==> src/rtl/wb_master_arbiter.sv <==
// Two-master Wishbone arbiter: round-robin on contention, ownership held while the owner's cyc is high.
// Define WB_ARB_TIMEOUT_EN to add the stalled-transfer abort (TIMEOUT_CYCLES) and the sticky timeout_o flag.
module wb_master_arbiter #(
    parameter int unsigned TIMEOUT_CYCLES = 255
) (
    input  logic        wb_clk_i,
    input  logic        wb_rst_n,

    input  logic        m0_cyc_i,
    input  logic        m0_stb_i,
    input  logic        m0_we_i,
    input  logic [31:0] m0_adr_i,
    input  logic [31:0] m0_dat_i,
    input  logic [3:0]  m0_sel_i,
    output logic [31:0] m0_dat_o,
    output logic        m0_ack_o,

    input  logic        m1_cyc_i,
    input  logic        m1_stb_i,
    input  logic        m1_we_i,
    input  logic [31:0] m1_adr_i,
    input  logic [31:0] m1_dat_i,
    input  logic [3:0]  m1_sel_i,
    output logic [31:0] m1_dat_o,
    output logic        m1_ack_o,

    output logic        s_cyc_o,
    output logic        s_stb_o,
    output logic        s_we_o,
    output logic [31:0] s_adr_o,
    output logic [31:0] s_dat_o,
    output logic [3:0]  s_sel_o,
    input  logic [31:0] s_dat_i,
    input  logic        s_ack_i,

    output logic [1:0]  gnt_o,
    output logic        timeout_o
);

    localparam int unsigned DW = 32;
    localparam logic [DW-1:0] ABORT_DATA = 32'hDEAD_BEEF;

    if (TIMEOUT_CYCLES < 2 || TIMEOUT_CYCLES > 65535) begin : g_bad_timeout
        $error("wb_master_arbiter: TIMEOUT_CYCLES must be in 2..65535");
    end

    // State encoding doubles as the one-hot grant vector {OWN1, OWN0}.
    typedef enum logic [1:0] {
        IDLE = 2'b00,
        OWN0 = 2'b01,
        OWN1 = 2'b10
    } state_t;

    state_t state;
    state_t state_nxt;
    logic   last_gnt;      // 0: m0 granted most recently, 1: m1
    logic   last_gnt_nxt;
    logic   req0;
    logic   req1;
    logic   to_fire;       // timeout abort is due in this cycle

    assign req0  = m0_cyc_i & m0_stb_i;
    assign req1  = m1_cyc_i & m1_stb_i;
    assign gnt_o = state;

    // Next state, last-grant tracking and the combinational bus steering.
    always_comb begin
        state_nxt    = state;
        last_gnt_nxt = last_gnt;
        s_cyc_o      = 1'b0;
        s_stb_o      = 1'b0;
        s_we_o       = 1'b0;
        s_adr_o      = '0;
        s_dat_o      = '0;
        s_sel_o      = '0;
        m0_ack_o     = 1'b0;
        m0_dat_o     = '0;
        m1_ack_o     = 1'b0;
        m1_dat_o     = '0;

        case (state)
            IDLE: begin
                if (req0 && (!req1 || last_gnt)) begin
                    state_nxt = OWN0;
                end else if (req1) begin
                    state_nxt = OWN1;
                end
            end
            OWN0: begin
                if (!m0_cyc_i) begin
                    state_nxt = req1 ? OWN1 : IDLE;
                end
                s_cyc_o  = m0_cyc_i & ~to_fire;
                s_stb_o  = m0_stb_i & ~to_fire;
                s_we_o   = m0_we_i;
                s_adr_o  = m0_adr_i;
                s_dat_o  = m0_dat_i;
                s_sel_o  = m0_sel_i;
                m0_ack_o = m0_cyc_i & (s_ack_i | to_fire);
                m0_dat_o = (to_fire && !s_ack_i) ? ABORT_DATA : s_dat_i;
            end
            OWN1: begin
                if (!m1_cyc_i) begin
                    state_nxt = req0 ? OWN0 : IDLE;
                end
                s_cyc_o  = m1_cyc_i & ~to_fire;
                s_stb_o  = m1_stb_i & ~to_fire;
                s_we_o   = m1_we_i;
                s_adr_o  = m1_adr_i;
                s_dat_o  = m1_dat_i;
                s_sel_o  = m1_sel_i;
                m1_ack_o = m1_cyc_i & (s_ack_i | to_fire);
                m1_dat_o = (to_fire && !s_ack_i) ? ABORT_DATA : s_dat_i;
            end
            default: state_nxt = IDLE;
        endcase

        if (state_nxt != state) begin
            if (state_nxt == OWN0) begin
                last_gnt_nxt = 1'b0;
            end else if (state_nxt == OWN1) begin
                last_gnt_nxt = 1'b1;
            end
        end
    end

    // Reset leaves last_gnt at m1 so m0 wins the first contention.
    always_ff @(posedge wb_clk_i or negedge wb_rst_n) begin
        if (!wb_rst_n) begin
            state    <= IDLE;
            last_gnt <= 1'b1;
        end else begin
            state    <= state_nxt;
            last_gnt <= last_gnt_nxt;
        end
    end

`ifdef WB_ARB_TIMEOUT_EN
    localparam int unsigned CW = 16;
    localparam logic [CW-1:0] CNT_LAST = CW'(TIMEOUT_CYCLES - 1);

    logic [CW-1:0] stall_cnt;
    logic          timeout_q;
    logic          owner_cyc;
    logic          abort_c;

    assign owner_cyc = ((state == OWN0) && m0_cyc_i) || ((state == OWN1) && m1_cyc_i);
    // A coinciding slave ack wins over the synthetic abort.
    assign abort_c   = to_fire & owner_cyc & ~s_ack_i;
    assign timeout_o = timeout_q;

    // Stall counter: advances on unacknowledged strobes, holds across stb gaps.
    always_ff @(posedge wb_clk_i or negedge wb_rst_n) begin
        if (!wb_rst_n) begin
            stall_cnt <= '0;
            to_fire   <= 1'b0;
            timeout_q <= 1'b0;
        end else begin
            if (abort_c) begin
                timeout_q <= 1'b1;
            end
            if (state == IDLE || state_nxt != state || s_ack_i) begin
                stall_cnt <= '0;
                to_fire   <= 1'b0;
            end else if (s_stb_o) begin
                if (stall_cnt == CNT_LAST) begin
                    stall_cnt <= '0;
                    to_fire   <= 1'b1;
                end else begin
                    stall_cnt <= stall_cnt + CW'(1);
                    to_fire   <= 1'b0;
                end
            end else begin
                to_fire <= 1'b0;
            end
        end
    end
`else
    assign to_fire   = 1'b0;
    assign timeout_o = 1'b0;
`endif

endmodule

==> config.mk <==
export PLATFORM = sky130hd
export DESIGN_NAME = wb_master_arbiter
export DESIGN_NICKNAME = d
export VERILOG_FILES = /design/src/rtl/wb_master_arbiter.sv
export SDC_FILE = /design/constraint.sdc
export NUM_CORES = 1
export LEC_CHECK = 0
export CAP_MARGIN = 20
export CORE_AREA = 2 2 122 124
export DETAILED_ROUTE_END_ITERATION = 7
export DIE_AREA = 0 0 124 126
export GPL_ROUTABILITY_DRIVEN = 1
export GPL_TIMING_DRIVEN = 0
export MAX_ROUTING_LAYER = met4
export PLACE_DENSITY = 0.51
export SLEW_MARGIN = 30
export SYNTH_ARGS = -nofsm -noshare
export SYNTH_HDL_FRONTEND = slang
export SYNTH_SLANG_ARGS = --single-unit
==> constraint.sdc <==
create_clock -name wb_clk_i -period 2.2 [get_ports wb_clk_i]
set_input_delay 0.22 -clock wb_clk_i [delete_from_list [all_inputs] [get_ports wb_clk_i]]
set_output_delay 0.22 -clock wb_clk_i [all_outputs]
set_load 0.1 [all_outputs]
==> results.tsv, run 1 <==
stage	metric	value	unit
logic_synthesis	synth_area	1830	um^2
clock_tree	ctsHoldBuffers	0	
timing	rsz0062_at_grt	true	
critical_path	critPathLaunchType	flip-flop	
logic_synthesis	synth_cells	271	
timing	period_share	0.991	
placed_design	port_buffers	315	
timing	skew	0.246	ps
route	viasPerCell	4.30	
layout	fin_util	0.473	
route	drc	0	
floorplan	fp.dieH	126	um
critical_path	cp.required	1980	ps
placed_design	pre_cts_slack	-968	ps
timing	final.setup.tns	0	ps
timing	hold_viol_final	0	
critical_path	crit_start	gnt_o[0]	
clock_tree	htreeDepth	1	
timing	hold_ws	175	ps
layout	final_nets	778	
worst_hold_path	min_path_type	primary input to asynchronous set/reset pin	
timing	min_period	2180	ps
critical_path	cp-end-kind	output port	
clock_tree	clockBufferDepth	2	
layout	drive_gt1_frac	0.612	
placed_design	gp_congestion	0.889	
clock_tree	clock_latency	220	ps
logic_synthesis	synth-async-reset-ratio	1.00	
route	avgRoutedWirePerCell	17.1	um
route	drt-initial-drc-count	80	
logic_synthesis	ys_ff_latch	3	
floorplan	fp-row-count	44	
critical_path	arrival	1960	ps
timing	max_clock_freq	459	MHz
critical_path	critPathKind	flip-flop to output port	
timing	slew_violations	0	
global_routing	grt_usage	0.165	
logic_synthesis	syn_nets	453	
logic_synthesis	yosys_warnings	0	
route	routed_wl	13300	um
clock_tree	clk_pin_slew_worst_paths	30	ps
timing	setup_viol	0	
route	vias	3351	
global_routing	grt_max_degree	11	
status	outcome	finished clean	
route	ant_nets	0	
logic_synthesis	synth_edf_count	0	
logic_synthesis	ys.flop_type	dfrtp_1	
global_routing	grt.overflow.total	0	
clock_tree	clockRootBuffer	clkbuf_16	
global_routing	grt_pass1_vias	3699	
logic_synthesis	synth_cell_type_count	29	
floorplan	initial_core_util	0.128	
floorplan	dieWidth	124	um
layout	syn2layout_area_growth	271	%
timing	max_slew_margin	0.319	
layout	antenna-diode-count	0	
logic_synthesis	seq_area_frac_synth	0.0418	
clock_tree	cts_tree	yes	
global_routing	antenna_found_initial	0	
clock_tree	cts_buffers	3	
floorplan	die_area	15600	um^2
logic_synthesis	syn_avg_cell_area	6.74	um^2
global_routing	grt_pass1_wl	19700	um
route	drt-pass1-iter-count	4	
floorplan	core	14300	um^2
clock_tree	cts.sinks	3	
timing	max_slew.worst_pin.slew	1020	ps
flow_run	max_cap_violations	0	
timing	fin_ws	19.3	ps
critical_path	critPathMaxFanout	5	
critical_path	r2r-start	gnt_o[0]	
placed_design	dp_hpwl	11000	um
floorplan	io_pins	317	
-- synth_stat cells, types with 2 or more instances --
cell      number  area share
a22oi_1       70        0.29
and2_1        66        0.23
buf_1          2      0.0041
clkbuf_1      28       0.058
dfrtp_1        2       0.027
ha_1           5       0.034
inv_1          5       0.010
nand3_1        2      0.0055
nor2b_1       70        0.24
xnor2_1        2      0.0096
-- logic make-up (layout without fill, tap and decap cells) --
logic type	after synthesis	after routing	synth area share
flip-flops	3	3	0.0418
XOR/XNOR	2	2	0.00960
multiplexers	1	1	0.00548
AND/OR/NAND/NOR	144	144	0.496
AO/OA/AOI/OAI	78	78	0.332
adder cells (fa/ha/maj)	5	5	0.0343
buffers and inverters	37	361	0.0788
other	1	1	0.00205
-- cell type report --
| cell class | instances | area [um^2] |
|---|---|---|
| Tap cell | 184 | 230 |
| Buffer | 32 | 300 |
| Clock buffer | 4 | 78.8 |
| Multi-Input combinational cell | 231 | 2420 |
| Sequential cell | 3 | 83.8 |
| Inverter | 5 | 18.8 |
| Fill cell | 1344 | 7550 |
| Timing Repair Buffer | 320 | 3630 |
-- layer usage --
metal  GRT usage  vias to the layer above  wire, um
li1            -                     1597         -
met5           -                        -         0
met2       0.309                      160      7230
met4      0.0423                        0       312
met3      0.0249                       22       903
met1       0.180                     1572      4900
-- placed cells by master, fill, tap and decap left out, types with 2 or more instances in the layout --
cell	count
clkdlybuf4s50_1	178
buf_6	80
nor2b_4	70
and2_2	65
a22oi_2	40
buf_8	30
a22oi_1	30
buf_12	24
buf_4	16
clkbuf_4	12
clkbuf_16	5
buf_2	5
clkbuf_2	4
ha_1	4
inv_1	3
inv_2	2
nand3_1	2
and3_2	2
xnor2_1	2
dfrtp_4	2
-- registers in the layout, indices dropped and copies added, names as in the netlist --
register / flops
gnt_o: 2
last_gnt: 1
-- critical path, stage by stage, from the launching register on --
cell             delay (ps)
dfrtp_4                 440
buf_4                   130
clkdlybuf4s50_1        1160
-- through the flow --
| step | std cells | area, um^2 |
|---|---|---|
| finish | 779 | 6770 |
| CTS | 774 | 6380 |
| global route | 779 | 6770 |
| global placement | 770 | 5860 |
| floorplan | 271 | 2480 |
| detailed placement | 770 | 5850 |
-- final timing paths --
kind	end	slack (ps)	cells past startpoint
max	gnt_o[0]	20	2
min	gnt_o[0]	180	1
max reg2reg	last_gnt	130	8
min reg2reg	last_gnt	480	2
max in group asynchronous	last_gnt	1810	1
min in group wb_clk_i	last_gnt	480	2
-- what timing repair did --
action / CTS / global route
endpoints found under the setup margin: 138 / 138
gates resized for setup: 1012 / 102
cloned: 0 / 1
setup buffers: 0 / 4
pin swaps: 1 / 1
Power of run 1 is not shown: default switching activity piles up to over one toggle a cycle in this logic, so the estimate is an artifact.
==> inputs of run 2 (changes only) <==
--- a/config.mk
+++ b/config.mk
@@ -7,6 +7,7 @@
 export LEC_CHECK = 0
 export CAP_MARGIN = 20
 export CORE_AREA = 2 2 122 124
+export CTS_CLUSTER_SIZE = 8
 export DETAILED_ROUTE_END_ITERATION = 7
 export DIE_AREA = 0 0 124 126
 export GPL_ROUTABILITY_DRIVEN = 1
==> constraint.sdc (replaced) <==
create_clock -name wb_clk_i -period 2.2 [get_ports wb_clk_i]
set_input_delay 0.66 -clock wb_clk_i [delete_from_list [all_inputs] [get_ports wb_clk_i]]
set_output_delay 0.66 -clock wb_clk_i [all_outputs]
set_load 0.1 [all_outputs]
==> run 2 against run 1 <==
The flow now finishes with violations (setup timing). Die area is the same. Maximum frequency shrank 13%. Final cell count up 2.6%.
==> results.tsv, run 2 (synthesized netlist as in run 1, its figures left out) <==
stage	metric	value	unit	change
status	outcome	finished, violations left		
status	violations	setup timing		
power_and_ir_drop	power_density	1750	nW/um^2	
power_and_ir_drop	total_power	14.5	mW	
global_routing	grt_pass1_vias	3680		-0.51%
floorplan	io_pins	317		unchanged
critical_path	path_buf_inv	4		+2
placed_design	dp_hpwl	11200	um	+2.5%
critical_path	cp-end-kind	output port		
route	ant_nets	0		unchanged
critical_path	cp_common_cell	clkbuf_16		
critical_path	cp.required	1540	ps	-440 ps
route	routed_wl	14900	um	+11%
timing	rsz0062_at_grt	true		
floorplan	core	14300	um^2	unchanged
layout	drive_gt1_frac	0.668		+0.0565
placed_design	port_buffers	315		unchanged
clock_tree	clk_pin_slew_worst_paths	30	ps	about the same
route	drt-initial-drc-count	79		-1.3%
layout	mostFrequentLayoutCells	clkdlybuf4s50_1 (172), buf_12 (115), nor2b_4 (70)		
timing	hold_viol_final	0		unchanged
route	drt-pass1-iter-count	4		unchanged
timing	period_share	1.14		+0.148
floorplan	dieWidth	124	um	unchanged
global_routing	antenna_found_initial	0		unchanged
critical_path	r2r_cells	9		+1
timing	min_period	2510	ps	+325 ps
critical_path	crit_chain	buf_6 > ha_4 > clkbuf_16 > clkbuf_16 > a22oi_2 > nor2b_4 > buf_12		
global_routing	grt_max_degree	11		unchanged
route	viasPerCell	4.30		about the same
clock_tree	htreeDepth	1		unchanged
global_routing	grt.overflow.total	0		unchanged
layout	fin_util	0.580		+0.107
timing	max_slew_margin	0.360		+0.0413
floorplan	fp-row-count	44		unchanged
floorplan	initial_core_util	0.128		unchanged
critical_path	slowest_delay	500	ps	-660 ps
timing	final.setup.tns	-29000	ps	-29,000 ps
clock_tree	cts_tree	yes		
layout	final_nets	798		+2.6%
critical_path	critPathMaxFanout	7		+2
layout	design_area	8300	um^2	+23%
layout	syn2layout_area_growth	355	%	
critical_path	crit_start	gnt_o[1]		
critical_path	r2r_slack	90	ps	-40 ps
placed_design	gp_congestion	0.818		-8.0%
timing	max_clock_freq	399	MHz	-13%
critical_path	rr_endpoint	last_gnt		
floorplan	die_area	15600	um^2	unchanged
layout	antenna-diode-count	0		unchanged
clock_tree	clock_latency	220	ps	about the same
clock_tree	clockBufferDepth	2		unchanged
timing	fin_ws	-306	ps	-325 ps
placed_design	placed_area	6340	um^2	+8.4%
placed_design	pre_cts_slack	-1240	ps	-275 ps
worst_hold_path	min_path_type	flip-flop to flip-flop		
critical_path	critPathKind	flip-flop to output port		
critical_path	arrival	1850	ps	-110 ps
floorplan	fp.dieH	126	um	unchanged
timing	max_slew.worst_pin.slew	964	ps	-55.0 ps
critical_path	critPathSlowestCell	dfrtp_4		
timing	slew_violations	0		unchanged
layout	fill_cells	1197		-11%
global_routing	grt_usage	0.186		+0.0210
route	drc	0		unchanged
flow_run	max_cap_violations	0		unchanged
global_routing	grt_pass1_wl	21800	um	+10%
timing	skew	0.322	ps	+0.0758 ps
critical_path	path_depth	7		+5
power_and_ir_drop	peakVddDrop	1.08	mV	
critical_path	r2r-start	gnt_o[0]		
critical_path	critPathLaunchType	flip-flop		
power_and_ir_drop	p_leak	3.18	nW	
route	vias	3438		+2.6%
route	avgRoutedWirePerCell	18.6	um	+8.7%
timing	setup_viol	137		+137
critical_path	crit_end	s_dat_o[8]		
layout	largest_reg_flops	2		unchanged
clock_tree	ctsHoldBuffers	0		unchanged
critical_path	crit_family	buffers and inverters		
clock_tree	clockRootBuffer	clkbuf_16		
clock_tree	cts.sinks	3		unchanged
layout	final_common_cell	clkdlybuf4s50_1		
clock_tree	cts_buffers	3		unchanged
[run 2: cell type report]
class	count	area, um^2	share of cell area
Multi-Input combinational cell	231	2660	0.321
Timing Repair Buffer	343	4750	0.573
Tap cell	184	230	0.0277
Inverter	5	23.8	0.00286
Sequential cell	3	83.8	0.0101
Buffer	29	470	0.0567
Clock buffer	4	78.8	0.00950
[run 2: where the power goes]
part / internal [mW] / leakage, nW / switching [mW]
Clock: 0.239 / 0.0382 / 0.0473
Combinational: 6.01 / 3.11 / 8.11
Sequential: 0.0946 / 0.0335 / 0.0433
Total: 6.34 / 3.18 / 8.21
[run 2: metrics by stage]
stage,hold WS [ps],std cells
after floorplan,364,271
after global placement,466,770
after detailed placement,464,770
after CTS,469,798
after global routing,486,799
final,465,799
[run 2: tightest hold or removal path: stages, from the launching register on]
cell and delay [ps]:
dfstp_2 360, inv_1 40, mux2i_1 50
[run 2: what timing repair did]
action	CTS	global route
gates cloned	14	0
buffers inserted	12	3
setup endpoints to repair	140	139
resized for setup	1289	21
pin swaps	46	3
[run 2: worst min path at each step]
| stage | from | end | slack (ps) | cells past startpoint |
|---|---|---|---|---|
| global route | last_gnt | last_gnt | 490 | 2 |
| floorplan | wb_rst_n | gnt_o[0] | 360 | 0 |
| finish | last_gnt | last_gnt | 470 | 2 |
| global placement | last_gnt | last_gnt | 470 | 2 |
| detailed placement | last_gnt | last_gnt | 460 | 2 |
| CTS | last_gnt | last_gnt | 470 | 2 |
[run 2: routing by layer]
metal | vias to the layer above | track usage | wire length, um
met5 | - | - | 0
met3 | 16 | 0.0281 | 1080
met2 | 153 | 0.353 | 8160
li1 | 1637 | - | -
met1 | 1632 | 0.205 | 5400
met4 | 0 | 0.0317 | 230
(Power assumes the default switching activity.)
